File: config.mk
export PLATFORM = sky130hd
export DESIGN_NAME = id_hazard_controller_flat
export DESIGN_NICKNAME = d
export VERILOG_FILES = /design/src/rtl/id_hazard_controller_if.sv /design/src/rtl/id_hazard_controller.sv /design/src/flat_wrapper.sv
export SDC_FILE = /design/constraint.sdc
export NUM_CORES = 1
export LEC_CHECK = 0
export CAP_MARGIN = 30
export CORE_MARGIN = 4
export CORE_UTILIZATION = 29
export CTS_BUF_LIST = sky130_fd_sc_hd__clkbuf_4 sky130_fd_sc_hd__clkbuf_8
export CTS_CLUSTER_DIAMETER = 150
export DETAILED_ROUTE_END_ITERATION = 8
export GPL_TIMING_DRIVEN = 0
export PLACE_DENSITY = 0.79
export SYNTH_ARGS = -nofsm -noshare
export SYNTH_HDL_FRONTEND = slang
export SYNTH_SLANG_ARGS = --single-unit
File: constraint.sdc
create_clock -name i_clk -period 2 [get_ports i_clk]
set_clock_uncertainty 0.1 [all_clocks]
set_input_delay 0.3 -clock i_clk [delete_from_list [all_inputs] [get_ports i_clk]]
set_output_delay 0.3 -clock i_clk [all_outputs]
set_load 0.05 [all_outputs]
File: src/rtl/id_hazard_controller_if.sv
// Signal bundle between the ID/EX pipeline stages and the hazard controller.
// The master drives the decoded ID/EX view; the slave returns the pipeline controls.
interface id_hazard_controller_if;
  logic       i_id_valid;
  logic [5:0] i_id_opcode;
  logic [5:0] i_id_funct;
  logic [4:0] i_id_rs;
  logic [4:0] i_id_rt;
  logic       i_ex_valid;
  logic       i_ex_memread;
  logic [4:0] i_ex_rt;
  logic       i_branch_taken;

  logic        o_pc_write;
  logic        o_ifid_write;
  logic        o_ifid_flush;
  logic        o_idex_bubble;
  logic        o_md_busy;
  logic [4:0]  o_md_count;
  logic [15:0] o_stall_cycles;
  logic [15:0] o_flush_count;

  modport master (
    output i_id_valid, i_id_opcode, i_id_funct, i_id_rs, i_id_rt,
           i_ex_valid, i_ex_memread, i_ex_rt, i_branch_taken,
    input  o_pc_write, o_ifid_write, o_ifid_flush, o_idex_bubble,
           o_md_busy, o_md_count, o_stall_cycles, o_flush_count
  );

  modport slave (
    input  i_id_valid, i_id_opcode, i_id_funct, i_id_rs, i_id_rt,
           i_ex_valid, i_ex_memread, i_ex_rt, i_branch_taken,
    output o_pc_write, o_ifid_write, o_ifid_flush, o_idex_bubble,
           o_md_busy, o_md_count, o_stall_cycles, o_flush_count
  );
endinterface

File: src/rtl/id_hazard_controller.sv
// ID-stage hazard controller: load-use and HI/LO (mult/div) stalls, branch/jump flushes.
// Define ID_HAZARD_STATS_EN to build the saturating stall/flush performance counters.
module id_hazard_controller #(
  parameter int unsigned MULT_LAT = 4,
  parameter int unsigned DIV_LAT  = 12
) (
  input logic                  i_clk,
  input logic                  i_reset,
  id_hazard_controller_if.slave bus
);

  typedef enum logic {RUN, MD_WAIT} state_e;

  state_e     state_q;
  logic [4:0] md_count_q;

  logic       id_is_rtype;
  logic       id_uses_rt;
  logic       id_is_md;
  logic       id_is_md_issue;
  logic       id_is_jump;
  logic       load_use;
  logic       md_hazard;
  logic       flush;
  logic       stall;
  logic       issue;
  logic [4:0] issue_lat;

  always_comb begin
    id_is_rtype    = (bus.i_id_opcode == 6'h00);
    id_uses_rt     = bus.i_id_opcode inside {6'h00, 6'h04, 6'h05, 6'h2B};
    id_is_md       = id_is_rtype && (bus.i_id_funct inside {[6'h10:6'h13], [6'h18:6'h1B]});
    id_is_md_issue = id_is_rtype && (bus.i_id_funct inside {[6'h18:6'h1B]});
    id_is_jump     = bus.i_id_opcode inside {6'h02, 6'h03};

    load_use  = bus.i_id_valid && bus.i_ex_valid && bus.i_ex_memread && (bus.i_ex_rt != 5'd0) &&
                ((bus.i_ex_rt == bus.i_id_rs) || ((bus.i_ex_rt == bus.i_id_rt) && id_uses_rt));
    md_hazard = bus.i_id_valid && id_is_md && (md_count_q != 5'd0);

    flush = bus.i_branch_taken;
    stall = !flush && (load_use || md_hazard);
    issue = bus.i_id_valid && id_is_md_issue && !flush && !stall;

    // div/divu (funct 0x1A/0x1B) are the only issuing functs with bit 1 set
    issue_lat = bus.i_id_funct[1] ? 5'(DIV_LAT) : 5'(MULT_LAT);
  end

  // NOTE: every output gets its run value first so no path through the
  // if-chain leaves one unassigned, which would otherwise infer a latch.
  always_comb begin
    bus.o_pc_write    = 1'b1;
    bus.o_ifid_write  = 1'b1;
    bus.o_ifid_flush  = 1'b0;
    bus.o_idex_bubble = 1'b0;
    if (i_reset) begin
      // run values while reset is held
    end else if (flush) begin
      bus.o_ifid_flush  = 1'b1;
      bus.o_idex_bubble = 1'b1;
    end else if (stall) begin
      bus.o_pc_write    = 1'b0;
      bus.o_ifid_write  = 1'b0;
      bus.o_idex_bubble = 1'b1;
    end else if (bus.i_id_valid && id_is_jump) begin
      bus.o_ifid_flush  = 1'b1;
    end
  end

  // NOTE: state is updated with non-blocking assignments so every register
  // samples the pre-edge values, independent of statement order.
  always_ff @(posedge i_clk) begin
    if (i_reset) begin
      state_q    <= RUN;
      md_count_q <= 5'd0;
    end else begin
      case (state_q)
        RUN: begin
          if (issue) begin
            state_q    <= MD_WAIT;
            md_count_q <= issue_lat;
          end
        end
        MD_WAIT: begin
          if (issue) begin
            md_count_q <= issue_lat;
          end else if (md_count_q <= 5'd1) begin
            state_q    <= RUN;
            md_count_q <= 5'd0;
          end else begin
            md_count_q <= md_count_q - 5'd1;
          end
        end
        default: begin
          state_q    <= RUN;
          md_count_q <= 5'd0;
        end
      endcase
    end
  end

  assign bus.o_md_count = md_count_q;
  assign bus.o_md_busy  = (md_count_q != 5'd0);

`ifdef ID_HAZARD_STATS_EN
  logic [15:0] stall_cycles_q, stall_cycles_d;
  logic [15:0] flush_count_q,  flush_count_d;

  always_comb begin
    stall_cycles_d = stall_cycles_q;
    flush_count_d  = flush_count_q;
    if (stall && (stall_cycles_q != 16'hFFFF)) stall_cycles_d = stall_cycles_q + 16'd1;
    if (flush && (flush_count_q  != 16'hFFFF)) flush_count_d  = flush_count_q  + 16'd1;
  end

  always_ff @(posedge i_clk) begin
    if (i_reset) begin
      stall_cycles_q <= 16'd0;
      flush_count_q  <= 16'd0;
    end else begin
      stall_cycles_q <= stall_cycles_d;
      flush_count_q  <= flush_count_d;
    end
  end

  assign bus.o_stall_cycles = stall_cycles_q;
  assign bus.o_flush_count  = flush_count_q;
`else
  assign bus.o_stall_cycles = 16'd0;
  assign bus.o_flush_count  = 16'd0;
`endif

endmodule

File: src/flat_wrapper.sv
// flat-port wrapper written by rule: the top's interface ports become plain ports
module id_hazard_controller_flat 
#(
  parameter int unsigned MULT_LAT = 4,
  parameter int unsigned DIV_LAT  = 12
)
  (i_clk, i_reset, bus_i_id_valid, bus_i_id_opcode, bus_i_id_funct, bus_i_id_rs, bus_i_id_rt, bus_i_ex_valid, bus_i_ex_memread, bus_i_ex_rt, bus_i_branch_taken, bus_o_pc_write, bus_o_ifid_write, bus_o_ifid_flush, bus_o_idex_bubble, bus_o_md_busy, bus_o_md_count, bus_o_stall_cycles, bus_o_flush_count);
  id_hazard_controller_if bus_i ();
  input logic i_clk;
  input logic i_reset;
  input wire logic [$bits(bus_i.i_id_valid)-1:0] bus_i_id_valid;
  input wire logic [$bits(bus_i.i_id_opcode)-1:0] bus_i_id_opcode;
  input wire logic [$bits(bus_i.i_id_funct)-1:0] bus_i_id_funct;
  input wire logic [$bits(bus_i.i_id_rs)-1:0] bus_i_id_rs;
  input wire logic [$bits(bus_i.i_id_rt)-1:0] bus_i_id_rt;
  input wire logic [$bits(bus_i.i_ex_valid)-1:0] bus_i_ex_valid;
  input wire logic [$bits(bus_i.i_ex_memread)-1:0] bus_i_ex_memread;
  input wire logic [$bits(bus_i.i_ex_rt)-1:0] bus_i_ex_rt;
  input wire logic [$bits(bus_i.i_branch_taken)-1:0] bus_i_branch_taken;
  output wire logic [$bits(bus_i.o_pc_write)-1:0] bus_o_pc_write;
  output wire logic [$bits(bus_i.o_ifid_write)-1:0] bus_o_ifid_write;
  output wire logic [$bits(bus_i.o_ifid_flush)-1:0] bus_o_ifid_flush;
  output wire logic [$bits(bus_i.o_idex_bubble)-1:0] bus_o_idex_bubble;
  output wire logic [$bits(bus_i.o_md_busy)-1:0] bus_o_md_busy;
  output wire logic [$bits(bus_i.o_md_count)-1:0] bus_o_md_count;
  output wire logic [$bits(bus_i.o_stall_cycles)-1:0] bus_o_stall_cycles;
  output wire logic [$bits(bus_i.o_flush_count)-1:0] bus_o_flush_count;
  assign bus_i.i_id_valid = bus_i_id_valid;
  assign bus_i.i_id_opcode = bus_i_id_opcode;
  assign bus_i.i_id_funct = bus_i_id_funct;
  assign bus_i.i_id_rs = bus_i_id_rs;
  assign bus_i.i_id_rt = bus_i_id_rt;
  assign bus_i.i_ex_valid = bus_i_ex_valid;
  assign bus_i.i_ex_memread = bus_i_ex_memread;
  assign bus_i.i_ex_rt = bus_i_ex_rt;
  assign bus_i.i_branch_taken = bus_i_branch_taken;
  assign bus_o_pc_write = bus_i.o_pc_write;
  assign bus_o_ifid_write = bus_i.o_ifid_write;
  assign bus_o_ifid_flush = bus_i.o_ifid_flush;
  assign bus_o_idex_bubble = bus_i.o_idex_bubble;
  assign bus_o_md_busy = bus_i.o_md_busy;
  assign bus_o_md_count = bus_i.o_md_count;
  assign bus_o_stall_cycles = bus_i.o_stall_cycles;
  assign bus_o_flush_count = bus_i.o_flush_count;
  id_hazard_controller #(.MULT_LAT(MULT_LAT), .DIV_LAT(DIV_LAT)) u_core (.i_clk(i_clk), .i_reset(i_reset), .bus(bus_i));
endmodule
# Word-level counts from Yosys, hierarchy flattened
# Cells that the tools add are included.
[word_totals]
in_bits = 33
out_inout_bits = 42
wordCells = 62
regBits = 6
[classes]
n_eq_ne = 8
reduce_logical = 26
n_bitwise = 1
n_addsub = 1
n_mux = 19
order_cmp = 5
[op_table]
columns = ["cell", "count"]
rows = [
  ["$logic_and 1x1->1", 16],
  ["$mux 5", 3],
  ["$mux 1", 13],
  ["$eq 6x2->1 const B", 2],
  ["$eq 6x3->1 const B", 2],
  ["$ge 6x5->1 const B", 2],
  ["$le 6x5->1 const B", 2],
  ["$eq 5x5->1", 2],
  ["$pmux 5 s2", 1],
  ["$reduce_bool 5->1", 2],
  ["$eq 6x6->1 const B", 1],
  ["$logic_not 6->1", 1],
  ["$le 5x1->1 const B", 1],
  ["$sub 5x1->5 const B", 1],
  ["$mux 4", 1],
  ["$reduce_bool 2->1", 2],
  ["$reduce_bool 4->1", 1],
  ["$logic_not 1->1", 2],
  ["$logic_or 1x1->1", 2],
  ["$ne 2x1->1 const B", 1],
  ["$pmux 1 s2", 1],
  ["$not 1->1", 1],
]

# Longest topological paths before layout
[depth]
word_depth = 12
mapped_depth = 7
mapped_depth_nobuf = 7

# Worst setup path after synthesis
# Ideal clock, no wire load.
[synth_path]
path_kind = "input to output"
start = "input port bus_i_ex_rt[0]"
end = "output port bus_o_pc_write"
required_ns = 1.600
path_stages = 6
path_buffers = 1
arrival_time_ns = 2.142
slack_ns = -0.542
cell_sequence = "or4_1 > o2111ai_2 > nor4b_2 > nor3_1 > or3_1 > buf_4"
[synth_via]
elab_chain_cells = 9
elab_cells_between_ends = 12
cone_classes = "2 x eq/ne; 3 x mux; 7 x reduce/logical"
[synth_lines]
columns = ["item", "line_no", "rtl"]
rows = [
  ["start, declared", "flat_wrapper.sv:18", "input wire logic [$bits(bus_i.i_ex_rt)-1:0] bus_i_ex_rt;"],
  ["$eq 5x5->1", "id_hazard_controller.sv:37", "((bus.i_ex_rt == bus.i_id_rs) || ((bus.i_ex_rt == bus.i_id_rt) && id_uses_rt));"],
  ["$logic_and 1x1->1", "id_hazard_controller.sv:37", ""],
  ["$logic_or 1x1->1", "id_hazard_controller.sv:37", ""],
  ["$logic_and 1x1->1 *", "id_hazard_controller.sv:36", "load_use = bus.i_id_valid && bus.i_ex_valid && bus.i_ex_memread && (bus.i_ex_rt != 5'd0) &&"],
  ["$logic_or 1x1->1 *", "id_hazard_controller.sv:41", "stall = !flush && (load_use || md_hazard);"],
  ["$logic_and 1x1->1 *", "id_hazard_controller.sv:41", ""],
  ["$mux 1 * (3 in series)", "--", ""],
  ["end, declared", "flat_wrapper.sv:20", "output wire logic [$bits(bus_i.o_pc_write)-1:0] bus_o_pc_write;"],
]
# Mark *: on every way between the ends. The rest lies on a longest branch, timed or not.

# Final worst setup path
[layout_path]
start = "input port bus_i_ex_rt[4]"
end = "output port bus_o_pc_write"
[layout_via]
elab_chain_cells = 9
elab_cells_between_ends = 12
cone_classes = "2 x eq/ne; 3 x mux; 7 x reduce/logical"
[layout_lines]
columns = ["item", "line_no", "rtl"]
rows = [
  ["$eq 5x5->1", "id_hazard_controller.sv:37", ""],
  ["$logic_and 1x1->1", "id_hazard_controller.sv:37", ""],
  ["$logic_or 1x1->1", "id_hazard_controller.sv:37", ""],
  ["$logic_and 1x1->1 *", "id_hazard_controller.sv:36", ""],
  ["$logic_or 1x1->1 *", "id_hazard_controller.sv:41", ""],
  ["$logic_and 1x1->1 *", "id_hazard_controller.sv:41", ""],
  ["$mux 1 *", "id_hazard_controller.sv:60", "end else if (stall) begin"],
  ["$mux 1 *", "id_hazard_controller.sv:57", "end else if (flush) begin"],
  ["$mux 1 *", "id_hazard_controller.sv:55", "if (i_reset) begin"],
]
# Marked as above.

==> out/metrics.csv <==
stage,metric,value,unit
sta,period_needed,2350,ps
logic_synthesis,synth.most_common_cell,buf_4,
finish,post_route_cells_drive_above_1_share,42.0,%
worst_setup_path,critPathMaxStageDelay,540,ps
route,post-route-drc-count,0,
logic_synthesis,synth-async-reset-ratio,0,%
worst_setup_path,crit_fanout,3,
die,initial_core_util,30.4,%
power,powerDensity,345,mW/mm²
place,dp.final_hpwl,2.10,mm
clocking,cts_sinks,6,
clocking,clk_latency,240,ps
route,dr.pass1.iters,4,
route,routedWlPerCell,11.4,µm
worst_setup_path,crit_type,in -> out,
power,power.leakage,0.000762,µW
worst_setup_path,cp.required,1600,ps
sta,final-hold-violation-count,0,
route,drtAntennaViolNets,0,
clocking,cts.root.buffer_cell,clkbuf_4,
clocking,clkTransAtPathRegs,40,ps
sta,setup_violations,4,
logic_synthesis,yosysUniqueCellTypes,33,
worst_setup_path,crit_buf_inv,3,
worst_setup_path,crit_start,bus_i_ex_rt[4],
place,io_buffer_count,41,
logic_synthesis,synth_seq_cells,6,
logic_synthesis,synthTopCellsByCount,"buf_4 (33), nor3_1 (8), xnor2_1 (7)",
logic_synthesis,synth_seq_area_share,14.3,%
min_path,worst_hold_path_type,reg -> reg,
logic_synthesis,synth_edf_count,0,
route,vias,908,
sta,rsz0062_at_grt,true,
logic_synthesis,ys_top_cells_by_area,"buf_4 (30%), dfxtp_1 (14%), xnor2_1 (7.3%)",
worst_setup_path,crit_chain,buf_8 > or4_4 > o2111ai_4 > nor4b_4 > nor3_2 > or3_4 > buf_8 > buf_8,
place,gp_congestion,0.769,
sta,worstMarginPinSlew,500,ps
sta,fin_hold_ws,452,ps
sta,max_slew_margin,66.6,%
logic_synthesis,synth_cells,106,
logic_synthesis,ys.flop_type,dfxtp_1,
logic_synthesis,syn_avg_cell_area,7.90,µm²
route,routed_wl,2.50,mm
die,coreArea,0.00276,mm²
run_status,status,finished with violations,
global_routing,antenna_found_initial,0,
logic_synthesis,synthDominantCellAreaShare,29.6,%
worst_setup_path,crit_family,simple AND/OR/NAND/NOR gates,
worst_setup_path,r2r-end,u_core.bus.o_md_count[2],
finish,final_net_count,225,
worst_setup_path,cp.depth,8,
worst_setup_path,r2r_start,u_core.bus.o_md_count[4],
global_routing,grt_usage,13.0,%
worst_setup_path,endpoint_kind,output port,
worst_setup_path,crit_path_end,bus_o_pc_write,
die,die_area,0.00381,mm²
clocking,clockBufferDepth,2,
global_routing,grt_overflow,0,
clocking,cts_buffers,3,
route,vias_per_cell,4.15,
die,die_x,61.7,µm
finish,antennaDiodeCount,0,
global_routing,grt_max_degree,8,
logic_synthesis,yosys_warnings,0,
worst_setup_path,cp_slowest_cell,or4_4,
clocking,cts_tree,yes,
clocking,htreeDepth,1,
global_routing,grt_pass1_wl,3.66,mm
logic_synthesis,syn-cell-area,837,µm²
flow_run,max_cap_violations,0,
place,place_ws,-1450,ps
sta,slew_viol_final,0,
run_status,violations,negative setup slack,
power,vdd_ir_drop_max,0.298,mV
die,row_count,19,
worst_setup_path,cp_data_arrival_time,1950,ps
die,die_h,61.7,µm
worst_setup_path,worst_setup_path_start_kind,primary input,
die,io_pins,75,
worst_setup_path,crit_path_frequent_cell,buf_8,
sta,setup_ws,-351,ps
sta,layout_worst_path_cycle_share,118,%
finish,fin_util,57.9,%
global_routing,grt_pass1_vias,886,
clocking,holdBufCountCts,0,
finish,syn2layout_area_growth,90.7,%
sta,max_freq,425,MHz
worst_setup_path,ff2ff_path_depth,5,
route,drtIter0Drc,18,
logic_synthesis,yosysTopAreaCell,buf_4,
worst_setup_path,rrSetupSlack,120,ps
==> registers in the layout, summed over array words and instances (netlist names) <==
signal	count
u_core.bus.o_md_count	5
u_core.state_q	1
==> layer usage <==
| metal | GRT usage, % | routed length (µm) | vias up |
|---|---|---|---|
| li1 | - | - | 475 |
| met4 | 5.45 | 50 | 0 |
| met3 | 3.31 | 279 | 7 |
| met2 | 24.7 | 1290 | 44 |
| met5 | 0 | 0 | - |
| met1 | 13.4 | 880 | 382 |
==> placed cells by master (no fill, tap or decap), types with 3 or more instances in the layout <==
master	n
a21oi_1	3
conb_1	32
nor2_1	4
inv_1	5
dlygate4sd2_1	16
clkbuf_4	3
xnor2_1	4
buf_6	3
xor2_1	3
buf_4	41
xnor2_2	3
nor3_1	5
buf_2	3
dfxtp_1	4
clkdlybuf4s50_1	12
nor3_2	3
buf_8	3
==> where the power goes <==
part           leakage (µW)  internal, µW  switching, µW  total (µW)
sequential        0.0000493           120         0.0214         120
combinational      0.000699           120            203         324
clock             0.0000138          67.6           39.3         107
total              0.000762           308            242         550
==> tightest hold or removal path, stage by stage (launching register included) <==
cell and delay, ps:
dfxtp_2 320, mux2i_1 120, nor3_1 60
==> how the worst min path moves through the flow <==
stage | from | to | slack, ps | cells past startpoint
after floorplan | i_reset | u_core.bus.o_md_count[0] | 270 | 1
after global placement | u_core.bus.o_md_count[1] | u_core.bus.o_md_count[1] | 440 | 2
after detailed placement | u_core.bus.o_md_count[1] | u_core.bus.o_md_count[1] | 450 | 2
after CTS | u_core.bus.o_md_count[1] | u_core.bus.o_md_count[1] | 460 | 2
after global routing | u_core.bus.o_md_count[1] | u_core.bus.o_md_count[1] | 480 | 2
final | u_core.bus.o_md_count[1] | u_core.bus.o_md_count[1] | 450 | 2
==> logic make-up (layout without fill, tap and decap cells) <==
logic type,count (synthesis),count (layout),synth area share (%)
buffers and inverters,38,89,31.8
and+or+nand+nor,36,36,27.7
AOI/OAI and AO/OA,11,11,9.86
xor gates and xnor gates,10,10,10.5
DFF,6,6,14.4
adders and majority gates,2,2,2.99
muxes,2,2,2.39
other,1,32,0.448
==> what timing repair did <==
action	in CTS	in global routing
gates resized for setup	88	9
endpoints found under the hold margin	0	0
setup endpoints to repair	11	9
pin swaps	18	11
setup buffers	5	2
==> stage by stage <==
step	total power, µW	setup TNS (ps)	cell area [µm²]	std cells
after floorplan	348	-926	1010	137
after detailed placement	434	-7830	1460	209
after global placement	430	-7570	1460	209
final	550	-1290	1600	219
after CTS	549	-1290	1570	217
after global routing	582	-1720	1600	219
==> final cells by class <==
class                      count  area [µm²]
buffer                        33         255
clock buffer                   3        22.5
fill                         263        1160
inverter                       5        18.8
multi-input combinational     93         707
sequential                     6         123
tap                           31        38.8
timing repair buffer          48         432
Power figures use the tool's default switching activity.
